--- src/rtl/fpu_ss_pkg.sv ---
// fpu_ss_pkg: shared types for the FPU subsystem input buffer.
package fpu_ss_pkg;
  localparam int X_ID_WIDTH = 4;
  typedef struct packed {
    logic [31:0]           instr;
    logic [2:0][31:0]      rs;
    logic [2:0]            rs_valid;
    logic [X_ID_WIDTH-1:0] id;
    logic [1:0]            mode;
  } in_buf_entry_t;
endpackage

--- src/rtl/fpu_ss_input_buffer.sv ---
// fpu_ss_input_buffer: commit-aware instruction FIFO that drops killed entries at the head.
// FPU_SS_IN_BUF_BYPASS_EN enables a same-cycle pass-through when the buffer is empty.
module fpu_ss_input_buffer
  import fpu_ss_pkg::*;
#(
  parameter int DEPTH    = 4,
  parameter int ID_WIDTH = 4
) (
  input  logic                     clk_i,
  input  logic                     rst_i,
  input  logic                     push_valid_i,
  output logic                     push_ready_o,
  input  in_buf_entry_t            push_data_i,
  output logic                     pop_valid_o,
  input  logic                     pop_ready_i,
  output in_buf_entry_t            pop_data_o,
  input  logic                     commit_valid_i,
  input  logic [ID_WIDTH-1:0]      commit_id_i,
  input  logic                     commit_kill_i,
  output logic [$clog2(DEPTH):0]   count_o,
  output logic                     empty_o
);
  localparam int AW = $clog2(DEPTH);
  in_buf_entry_t    mem_q [DEPTH];
  logic [DEPTH-1:0] killed_q, kill_match;
  logic [AW:0]      wr_ptr_q, rd_ptr_q;
  logic [AW-1:0]    head, tail;
  logic kill, push_kill, full, empty, head_dead, pop_valid_buf, do_push, do_rd, byp;
  assign kill = commit_valid_i & commit_kill_i;
  for (genvar g = 0; g < DEPTH; g++) begin : g_kill
    assign kill_match[g] = kill & (mem_q[g].id == commit_id_i);
  end
  assign head          = rd_ptr_q[AW-1:0];
  assign tail          = wr_ptr_q[AW-1:0];
  assign full          = (head == tail) & (rd_ptr_q[AW] != wr_ptr_q[AW]);
  assign empty         = rd_ptr_q == wr_ptr_q;
  assign push_kill     = kill & (push_data_i.id == commit_id_i);
  assign head_dead     = killed_q[head] | kill_match[head];
  assign pop_valid_buf = ~empty & ~head_dead;
  assign push_ready_o  = ~full;
  assign count_o       = wr_ptr_q - rd_ptr_q;
  assign empty_o       = empty;
  assign do_rd         = ~empty & (head_dead | pop_ready_i);
`ifdef FPU_SS_IN_BUF_BYPASS_EN
  assign byp         = empty & push_valid_i & ~push_kill;
  assign pop_valid_o = pop_valid_buf | byp;
  assign pop_data_o  = byp ? push_data_i : mem_q[head];
  assign do_push     = push_valid_i & ~full & ~(byp & pop_ready_i);
`else
  assign byp         = 1'b0;
  assign pop_valid_o = pop_valid_buf | byp;
  assign pop_data_o  = mem_q[head];
  assign do_push     = push_valid_i & ~full;
`endif
  always_ff @(posedge clk_i or posedge rst_i) begin
    if (rst_i) begin
      wr_ptr_q <= '0;
      rd_ptr_q <= '0;
      killed_q <= '0;
      for (int i = 0; i < DEPTH; i++) mem_q[i] <= '0;
    end else begin
      // stale slots may pick up a kill flag; it is overwritten on the next push there
      killed_q <= killed_q | kill_match;
      if (do_push) begin
        mem_q[tail]    <= push_data_i;
        killed_q[tail] <= push_kill;
        wr_ptr_q       <= wr_ptr_q + 1'b1;
      end
      if (do_rd) rd_ptr_q <= rd_ptr_q + 1'b1;
    end
  end
endmodule

--- config.mk ---
export PLATFORM = sky130hd
export DESIGN_NAME = fpu_ss_input_buffer
export DESIGN_NICKNAME = d
export VERILOG_FILES = /design/src/rtl/fpu_ss_pkg.sv /design/src/rtl/fpu_ss_input_buffer.sv
export SDC_FILE = /design/constraint.sdc
export NUM_CORES = 1
export LEC_CHECK = 0
export ABC_AREA = 1
export CORE_UTILIZATION = 37
export DETAILED_ROUTE_END_ITERATION = 12
export PLACE_DENSITY_LB_ADDON = 0.15
export SYNTH_ARGS = -nofsm -noshare
export SYNTH_HDL_FRONTEND = slang
export SYNTH_SLANG_ARGS = --single-unit
--- constraint.sdc ---
create_clock -name clk_i -period 30.4 [get_ports clk_i]
set_input_delay 6.08 -clock clk_i [delete_from_list [all_inputs] [get_ports clk_i]]
set_output_delay 6.08 -clock clk_i [all_outputs]
set_load 0.02 [all_outputs]
## Yosys cells after proc, flatten, opt, wreduce, memory -nomap -nowiden

Cells that the tools add are included.

| storage, ports and cells | value |
|---|---|
| flip-flop bits (word level) | 558 |
| input bits | 147 |
| output and inout port bits | 143 |
| word-level logic and storage cells | 82 |

| operators by class | value |
|---|---|
| $add $sub $neg | 3 |
| $lt $le $gt $ge | 6 |
| equality and inequality tests | 8 |
| multiplexer cells | 14 |
| bitwise logic cells | 18 |
| reduce and logical (&&, ||, !) cells | 2 |

Operators by type and width:

| operator | count |
|---|---|
| $bwmux W548 | 1 |
| $mux W137 | 3 |
| $bmux W137 S2 | 1 |
| $demux W137 S2 | 1 |
| $eq A4 B4 Y1 | 5 |
| $and A1 B1 Y1 | 10 |
| $add A3 B1 Y3 const B | 2 |
| $ge A3 B3 Y1 const B | 2 |
| $lt A2 B3 Y1 const B | 2 |
| $not A2 Y3 | 2 |
| $bmux W1 S2 | 2 |
| $bwmux W4 | 1 |
| $mux W4 | 1 |
| $or A4 B4 Y4 | 1 |
| $eq A3 B3 Y1 | 1 |
| $lt A3 B1 Y1 const B | 1 |
| $mux W1 | 3 |
| $not A1 Y1 | 3 |
| $sub A3 B3 Y3 | 1 |
| $demux W1 S2 | 1 |
| $eq A2 B2 Y1 | 1 |
| $ge A2 B1 Y1 const B | 1 |
| $logic_and A1 B1 Y1 | 2 |
| $or A1 B1 Y1 | 2 |
| $ne A1 B1 Y1 | 1 |

## Longest topological paths before layout

Gate-level depths: netlist (run 1).

| depth | value |
|---|---|
| word-level depth | 7 |
| gate-level depth with buffers | 13 |
| mapped depth without buffers | 11 |

## Least setup slack after synthesis (run 1)

OpenSTA, ideal clock, no wires.

| path | value |
|---|---|
| path type | input -> output |
| start | input commit_id_i[2] |
| end | output pop_valid_o |
| data arrival time | 6974 ps |
| required time | 24320 ps |
| setup slack | 17346 ps |
| cell stages on the path | 8 |
| cell sequence | buf_2 > xor2_1 > nor2_1 > nand2_1 > nand3_1 > nand3_1 > nand2_1 > nor2_1 |

| on the way | value |
|---|---|
| cells in the longest elaborated chain, start to end | 7 |
| elaborated cells on any way between the ends | 13 |

Ends and longest elaborated chain:

| item | RTL line | RTL |
|---|---|---|
| from (decl) | fpu_ss_input_buffer.sv:18 | `input logic [ID_WIDTH-1:0] commit_id_i,` |
| $eq A4 B4 Y1 | fpu_ss_input_buffer.sv:31 | `assign kill_match[g] = kill & (mem_q[g].id == commit_id_i);` |
| $and A1 B1 Y1 | fpu_ss_input_buffer.sv:31 |  |
| $bmux W1 S2 * | fpu_ss_input_buffer.sv:38 | `assign head_dead = killed_q[head] \| kill_match[head];` |
| $mux W1 (implied by the code) * | fpu_ss_input_buffer.sv:38 |  |
| $or A1 B1 Y1 * | fpu_ss_input_buffer.sv:38 |  |
| $not A1 Y1 * | fpu_ss_input_buffer.sv:39 | `assign pop_valid_buf = ~empty & ~head_dead;` |
| $and A1 B1 Y1 * | fpu_ss_input_buffer.sv:39 |  |
| to (decl) | fpu_ss_input_buffer.sv:14 | `output logic pop_valid_o,` |

Every way passes the cells marked *; elsewhere a longest branch is shown, timed or not. The select of a mux whose other input is x is not followed.

## Worst setup path in the final report (run 1)

| path | value |
|---|---|
| start | input commit_id_i[0] |
| end | output pop_valid_o |

The elaborated chain is that of the path after synthesis.

==> results.cfg, run 1 <==
[placement]
routabilityCongestion = 0.8031
pre_cts_ws_ps = 16280
dp_hpwl_mm = 41.00
numPortBuffers = 289
place_inst = 4199

[timing]
finalCritPeriodShare_pct = 46.43
tightest_slew_ps = 1103
setup_viol = 0
final.min_clock_period_ps = 14110
final_max_slew_viol_count = 0
relSlewSlack_pct = 26.49
fmax_mhz = 70.85
worst_clock_skew_ps = 33.03
rsz0062_at_grt = no
hold_ws_ps = 469.6
setup_tns_ps = 0
setup_ws_ps = 16290
hold_viol_final = 0

[worst_setup_path]
r2r-start = rd_ptr_q[1]
worst-r2r-setup-slack_ps = 24650
worstPathMaxFanout = 7
worstPathArrival_ps = 8030
rr_worst_depth = 12
cp-start-kind = input port
crit_required_ps = 24320
critPathMaxStageDelay_ps = 600
critPathCaptureType = output port
crit_type = input port to output port
worstPathCellList = clkdlybuf4s50_1 > inv_1 > nand2_1 > nand3_1 > nor2_1 > nand2_1 > nand3_1 > nand3_1 > nand2_1 > nor2_1 > clkdlybuf4s50_1
cp_top_family = buffers and inverters
cp.buffers_inverters = 3
slowest_stage = clkdlybuf4s50_1
reg2reg_to = mem_q[499]

[route]
avgRoutedWirePerCell_um = 18.55
drt_iter0_drc = 1638
drt_wl_total_mm = 80.21
viasPerCell = 5.018
dr.pass1.iters = 5
drc_errors = 0
ant_nets = 0
via_count = 21700

[synthesis]
synth_cell_types = 27
synth_edf_count = 0
synth_most_common_cell = nand2_1
ys_seq_area_share_pct = 55.24
async_flop_share_pct = 100.0
synth_area_per_cell_um2 = 7.847
syn_nets = 3376
yosys_warnings = 0
synth_top_area_cell = dfrtp_1
synth_top_cell_area_share_pct = 55.24
synthCells = 3221
yosys_most_used_dff = dfrtp_1
ys_top_cells_by_area = dfrtp_1 55%, nand2_1 25%, o21ai_0 5.9%, nor2_1 4.1%, o22ai_1 3.4%
syn_area_mm2 = 0.02528
ys_ff_latch = 558
yosys-top-cells-count = 1663 x nand2_1, 558 x dfrtp_1, 298 x o21ai_0

[clock_network]
post-cts-setup-buffers = 0
cts_tree = done
htreeDepth = 3
holdBufCountCts = 0
insertion_delay_ps = 610
root_buffer = clkbuf_16
clkSinkCount = 558
cts_resized = 0
cts_buffer_depth = 3
numCtsBuffers = 67
clk_pin_slew_ps = 60

[outcome]
outcome = completed

[grt]
grt_pass1_wl_mm = 125.9
use_met1_pct = 31.39
grt_pass1_vias = 21460
antenna_found_initial = 9
use_met2_pct = 37.62
overflow = 0
grt_max_degree = 152
top_usage_layer = met2
use_met3_pct = 4.452
track_usage_pct = 23.10

[power_and_ir_drop]
clock_power_share_pct = 21.0
power.internal_w = 0.002287
power.share.switching_pct = 42.35
leakage_nw = 15.42
irDropWorstVdd_v = 0.00007371
p_comb_share_pct = 46.9
share_seq_of_total_power_pct = 32.1
p_switching_w = 0.001680
pwr_density_cell_mw_per_mm2 = 129.3

[floorplan]
fp.dieH_um = 263.4
die_w_um = 263.4
dieArea_mm2 = 0.06936
boundaryPins = 290
start_util_pct = 37.50
num_rows = 95
core_area_mm2 = 0.06740

[cells_and_area]
fin_cells = 4324
syn_to_final_growth_pct = 21.37
seqCellArea_mm2 = 0.01397
fillers = 6728
drive_gt1_share_pct = 4.210
multi_input_area_mm2 = 0.01005
nets = 3550

[hold_path]
hp-class = register to register
hold_path_startpoint = mem_q[311]
holdPathStages = 2
hold_end = mem_q[311]

[job]
cap_violations = 0
-- routing by layer --
| metal | wire length, um | up-vias |
|---|---|---|
| met5 | 69 | - |
| met4 | 1555 | 10 |
| met1 | 36400 | 10620 |
| met3 | 4255 | 106 |
| met2 | 37930 | 459 |
| li1 | - | 10510 |
-- metrics by stage --
stage / utilization [%] / total power [W] / instance area [um2]
finish: 45.52 / 0.003967 / 30680
global route: 45.50 / 0.004252 / 30670
CTS: 45.49 / 0.004011 / 30660
detailed placement: 42.07 / 0.003155 / 28350
global placement: 42.07 / 0.003138 / 28350
floorplan: - / 0.002416 / 25280
-- layout make-up --
cell class | instances | share of cell area (%)
sequential | 558 | 45.54
multi-input combinational | 2424 | 32.77
timing repair buffer | 312 | 10.03
clock buffer | 104 | 6.812
tap | 873 | 3.561
clock inverter | 14 | 0.7056
inverter | 32 | 0.5221
antenna | 7 | 0.05710
-- power groups by stage --
| stage | sequential, W | combinational, W | clock (W) |
|---|---|---|---|
| 6_report | 0.00127 | 0.00186 | 0.000832 |
| 5_1_grt | 0.00132 | 0.00205 | 0.000881 |
| 4_1_cts | 0.00127 | 0.00188 | 0.000855 |
| 3_5_place_dp | 0.00128 | 0.00188 | 0 |
| 3_3_place_gp | 0.00128 | 0.00186 | 0 |
| 2_1_floorplan | 0.00123 | 0.00119 | 0 |
-- cells by family after synthesis --
| family | after synthesis | synth area share (%) |
|---|---|---|
| XOR/XNOR | 8 | 0.2772 |
| AND/OR/NAND/NOR | 1965 | 29.45 |
| flip-flops | 558 | 55.24 |
| AO/OA/AOI/OAI | 443 | 9.470 |
| buffers and inverters | 239 | 5.128 |
| adder cells (fa/ha/maj) | 8 | 0.4257 |
-- cells in the final DEF, fill, tap and decap left out, drive strengths merged, types with 15 or more instances in the layout --
master / netlist / routed
nand2: 1669 / 1669
dfrtp: 558 / 558
o21ai: 298 / 298
clkdlybuf4s50: 0 / 289
nor2: 279 / 279
o22ai: 136 / 136
clkbuf: 73 / 104
inv: 31 / 33
buf: 134 / 23
nand3: 15 / 15
-- state kept, by name, indices dropped and copies added, names as in the netlist --
name,cells
wr_ptr_q,3
rd_ptr_q,3
mem_q,548
killed_q,4
-- worst max path at each step --
stage / from / to / slack [ps] / cells past startpoint
after global placement: commit_id_i[0] / pop_valid_o / 16310 / 11
after detailed placement: commit_id_i[0] / pop_valid_o / 16280 / 11
after CTS: commit_id_i[0] / pop_valid_o / 16270 / 11
final: commit_id_i[0] / pop_valid_o / 16290 / 11
after global routing: commit_id_i[0] / pop_valid_o / 16130 / 11
after floorplan: rst_i / killed_q[0] / 8720 / 1
-- worst min-delay path, stage by stage, from the launching register on --
cell	delay, ps
dfrtp_1	330
nand2_1	50
nand2_1	50
Note: power is estimated with default switching activity, not from simulation.
==> inputs of run 2 (changes only) <==
==> constraint.sdc (replaced) <==
create_clock -name clk_i -period 14.5 [get_ports clk_i]
set_input_delay 2.9 -clock clk_i [delete_from_list [all_inputs] [get_ports clk_i]]
set_output_delay 2.9 -clock clk_i [all_outputs]
set_load 0.02 [all_outputs]
==> run 2 against run 1 <==
  * Power up 110%
  * Die area unchanged
  * Sequential power up 110%
  * Setup slack worse by 9600 ps
  * Global-route usage down 0.056 points
  * Critical endpoint unchanged
  * Largest power group unchanged
  * Final area down 0.86%
  * Register-to-register slack worse by 15000 ps
==> results.cfg, run 2 (synthesis results as in run 1) <==
[outcome]
outcome = completed

[timing]
finalCritPeriodShare_pct = 53.57
final.min_clock_period_ps = 7768
setup_tns_ps = 0
hold_viol_final = 0
worst_clock_skew_ps = 24.18
tightest_slew_ps = 1047
relSlewSlack_pct = 30.21
rsz0062_at_grt = no
fmax_mhz = 128.7
setup_viol = 0
setup_ws_ps = 6732
final_max_slew_viol_count = 0

[grt]
antenna_found_initial = 10
track_usage_pct = 23.04
grt_pass1_vias = 21610
overflow = 0
grt_max_degree = 153
top_usage_layer = met2
use_met1_pct = 31.06
grt_pass1_wl_mm = 126.5
use_met2_pct = 38.06
use_met3_pct = 4.378

[floorplan]
core_area_mm2 = 0.06740
dieArea_mm2 = 0.06936
boundaryPins = 290
start_util_pct = 37.50
fp.dieH_um = 263.4
die_w_um = 263.4
num_rows = 95

[worst_setup_path]
critPathCaptureType = output port
cp-start-kind = input port
worstPathMaxFanout = 6
crit_type = input port to output port
worstPathArrival_ps = 4870
crit_required_ps = 11600

[power_and_ir_drop]
leakage_nw = 15.30
pwr_density_cell_mw_per_mm2 = 268.4
p_comb_share_pct = 47.5
irDropWorstVdd_v = 0.0001341
share_seq_of_total_power_pct = 33.0
power.share.switching_pct = 42.78
power.internal_w = 0.004671
clock_power_share_pct = 19.5
p_switching_w = 0.003492

[clock_network]
insertion_delay_ps = 620
cts_buffer_depth = 3
cts_resized = 0
root_buffer = clkbuf_16
clk_pin_slew_ps = 60
numCtsBuffers = 61
cts_tree = done
clkSinkCount = 558
holdBufCountCts = 0
htreeDepth = 2
post-cts-setup-buffers = 0

[route]
avgRoutedWirePerCell_um = 18.51
viasPerCell = 5.046
ant_nets = 0
via_count = 21800
drt_wl_total_mm = 79.95
dr.pass1.iters = 5
drc_errors = 0
drt_iter0_drc = 1456

[cells_and_area]
layout_common_cells = 1663 x nand2_1, 556 x dfrtp_1, 298 x o21ai_0
layout_commonest_cell = nand2_1
syn_to_final_growth_pct = 20.32
top_register = mem_q
reg_top3 = mem_q (548), killed_q (4)
nets = 3545
drive_gt1_share_pct = 3.864
fillers = 6707
largest_reg_flops = 548

[placement]
pre_cts_ws_ps = 6740
dp_hpwl_mm = 41.46
numPortBuffers = 289
routabilityCongestion = 0.8031

[job]
cap_violations = 0

[hold_path]
hp-class = register to register
==> run 2: cell types whose count changed in the layout (fill, tap and decap cells not counted), sizes merged <==
| cell | delta |
|---|---|
| clkbuf | -7 |
| clkinv | +5 |
| diode | -3 |
| buf | +1 |
| bufinv | +1 |
| clkinvlp | -1 |
| inv | -1 |
==> run 2: power by group through the flow <==
stage	clock network (W)	registers, W	logic, W
2_1_floorplan	0	0.00258	0.00249
3_3_place_gp	0	0.00270	0.00388
3_5_place_dp	0	0.00269	0.00391
4_1_cts	0.00163	0.00269	0.00392
5_1_grt	0.00169	0.00278	0.00428
6_report	0.00159	0.00269	0.00388
==> run 2: path summary, 6_finish.rpt <==
path                       cells after the start           start           to  slack [ps]
setup / recovery                               9  commit_id_i[2]  pop_valid_o        6730
hold / removal                                 2      mem_q[310]   mem_q[310]         470
setup reg to reg                               9     rd_ptr_q[1]   mem_q[278]        9830
hold reg to reg                                2      mem_q[310]   mem_q[310]         470
max in group asynchronous                      5           rst_i   mem_q[203]        8870
min in group asynchronous                      2           rst_i   mem_q[505]        2830
==> run 2: area by class of cell <==
type	instances	area (um2)	share of cell area (%)
clock buffers	97	1814	5.966
multi-input cells	2424	10050	33.05
inverters	32	156.4	0.5143
well taps	873	1092	3.592
diodes	4	10.01	0.03291
clock inverters	18	219.0	0.7200
flip-flops and latches	558	13970	45.94
repair buffers	313	3098	10.19
==> run 2: layer usage <==
metal / routed length (um) / share of wire, %
met5: 83 / 0.10
met3: 4403 / 5.5
met1: 36410 / 46
met4: 1436 / 1.8
met2: 37610 / 47
==> run 2: critical path, stage by stage <==
cell	delay, ps
clkdlybuf4s50_1	670
xor2_1	180
nor2_1	60
nand2_1	80
nand3_1	70
nand3_1	130
nand2_1	80
nor2_1	80
clkdlybuf4s50_1	600
==> run 2: per-stage QoR <==
| step | utilization [%] | total power [W] | hold WS (ps) | std cells | cell area [um2] |
|---|---|---|---|---|---|
| finish | 45.12 | 0.008163 | 470.3 | 4319 | 30410 |
| global placement | 42.09 | 0.006580 | 456.3 | 4200 | 28370 |
| detailed placement | 42.09 | 0.006607 | 459.6 | 4200 | 28370 |
| CTS | 45.11 | 0.008238 | 475.6 | 4315 | 30400 |
| global route | 45.12 | 0.008749 | 484.9 | 4317 | 30410 |
| floorplan | - | 0.005066 | 443.6 | 3221 | 25280 |
==> inputs of run 3 (changes only) <==
==> constraint.sdc (replaced) <==
create_clock -name clk_i -period 7.7 [get_ports clk_i]
set_input_delay 1.54 -clock clk_i [delete_from_list [all_inputs] [get_ports clk_i]]
set_output_delay 1.54 -clock clk_i [all_outputs]
set_load 0.02 [all_outputs]
==> run 3 against run 2 <==
  * First-iteration DRC count increased by 12%
  * Cell count increased by 0.12%
  * Clock power increased by 100%
  * Setup slack got worse by 4400 ps
  * Hold slack about the same
  * Utilization increased by 0.41 points
  * Non-clock buffer count increased by 3
  * Critical path type is now register to output port
  * Critical endpoint is now pop_data_o[136]
  * Largest cell class unchanged
==> results.cfg, run 3 (synthesis results as in run 1) <==
[grt]
antenna_found_initial = 7
grt_max_degree = 149
track_usage_pct = 23.00
grt_pass1_wl_mm = 125.6
grt_pass1_vias = 21480
overflow = 0

[job]
cap_violations = 0

[timing]
relSlewSlack_pct = 25.53
hold_ws_ps = 470.2
final_max_slew_viol_count = 0
rsz0062_at_grt = no
setup_viol = 0
worst_clock_skew_ps = 16.74
hold_viol_final = 0
final.min_clock_period_ps = 5352
fmax_mhz = 186.8
finalCritPeriodShare_pct = 69.51
tightest_slew_ps = 1117

[floorplan]
start_util_pct = 37.50
boundaryPins = 290
core_area_mm2 = 0.06740
die_w_um = 263.4
fp.dieH_um = 263.4
num_rows = 95
dieArea_mm2 = 0.06936

[clock_network]
insertion_delay_ps = 610
htreeDepth = 3
root_buffer = clkbuf_16
cts_resized = 0
clk_pin_slew_ps = 60
cts_tree = done
cts_buffer_depth = 3
numCtsBuffers = 66
clkSinkCount = 558
post-cts-setup-buffers = 0
holdBufCountCts = 0

[route]
met1_length_mm = 36.25
dr.pass1.iters = 5
drt_wl_total_mm = 79.84
ant_nets = 0
drt_iter0_drc = 1626
routed-wl-met3_mm = 4.775
via_count = 21820
top_layer = met5
viasPerCell = 5.046
drc_errors = 0
route.met2.wl_mm = 37.04
avgRoutedWirePerCell_um = 18.46

[cells_and_area]
layout_commonest_cell = nand2_1
final_cell_area_mm2 = 0.03069
seqCellArea_mm2 = 0.01397
top_register = mem_q
syn_to_final_growth_pct = 21.41
multi_input_area_mm2 = 0.01005
drive_gt1_share_pct = 4.435
fillers = 6691
nets = 3553
layout_common_cells = 1663 x nand2_1, 556 x dfrtp_1, 298 x o21ai_0
reg_top3 = mem_q (548), killed_q (4)
largest_reg_flops = 548

[placement]
numPortBuffers = 289
routabilityCongestion = 0.7844
place_area_mm2 = 0.02843
dp_hpwl_mm = 41.90

[worst_setup_path]
worstPathMaxFanout = 90
r2r-start = rd_ptr_q[0]
crit_type = register to output port
crit_required_ps = 6160
critPathCaptureType = output port
cp-start-kind = register
critPathLaunch = rd_ptr_q[0]
worstPathArrival_ps = 3810

[outcome]
outcome = completed

[hold_path]
hp-class = register to register
hold_path_startpoint = mem_q[308]

[power_and_ir_drop]
pwr_density_cell_mw_per_mm2 = 509.0
leakage_nw = 15.45
irDropWorstVdd_v = 0.0002902
==> run 3: per-stage QoR <==
step                util [%]  setup slack (ps)  instances  TNS (ps)  total power [W]
floorplan                  -             -1436       3221   -801150         0.009540
global placement       42.18              2710       4203         0          0.01242
detailed placement     42.18              2686       4203         0          0.01246
CTS                    45.53              2393       4323         0          0.01576
global route           45.53              2231       4324         0          0.01671
finish                 45.53              2348       4324         0          0.01562
==> run 3: power by group <==
part	switching (W)	internal, W
clock network	0.00128	0.00194
registers	0.000741	0.00429
logic	0.00462	0.00275
total	0.00665	0.00897
==> run 3: critical path: stages, from the launching register on <==
cell             delay [ps]
dfrtp_4                 740
inv_8                   500
buf_4                   600
o21ai_0                 150
o22ai_1                 420
clkdlybuf4s50_1         690
==> run 3: final timing paths <==
kind | endpoint | slack [ps] | depth (start not counted)
setup / recovery | pop_data_o[136] | 2350 | 5
hold / removal | mem_q[308] | 470 | 2
setup reg to reg | mem_q[184] | 3080 | 10
hold reg to reg | mem_q[308] | 470 | 2
max in group asynchronous | mem_q[295] | 4720 | 4
min in group asynchronous | mem_q[505] | 1410 | 2
==> run 3: layout make-up <==
class | instances | area share, %
Sequential cell | 558 | 45.53
Multi-Input combinational cell | 2424 | 32.75
Timing Repair Buffer | 316 | 10.29
Clock buffer | 104 | 6.801
Tap cell | 873 | 3.559
Clock inverter | 16 | 0.5545
Inverter | 32 | 0.5096
Antenna cell | 1 | 0.008154
==> run 3: per-layer routing <==
| layer | GRT usage, % | up-vias |
|---|---|---|
| li1 | - | 10500 |
| met1 | 31.47 | 10600 |
| met2 | 37.17 | 582 |
| met3 | 4.247 | 119 |
| met4 | 6.638 | 12 |
| met5 | 0 | - |
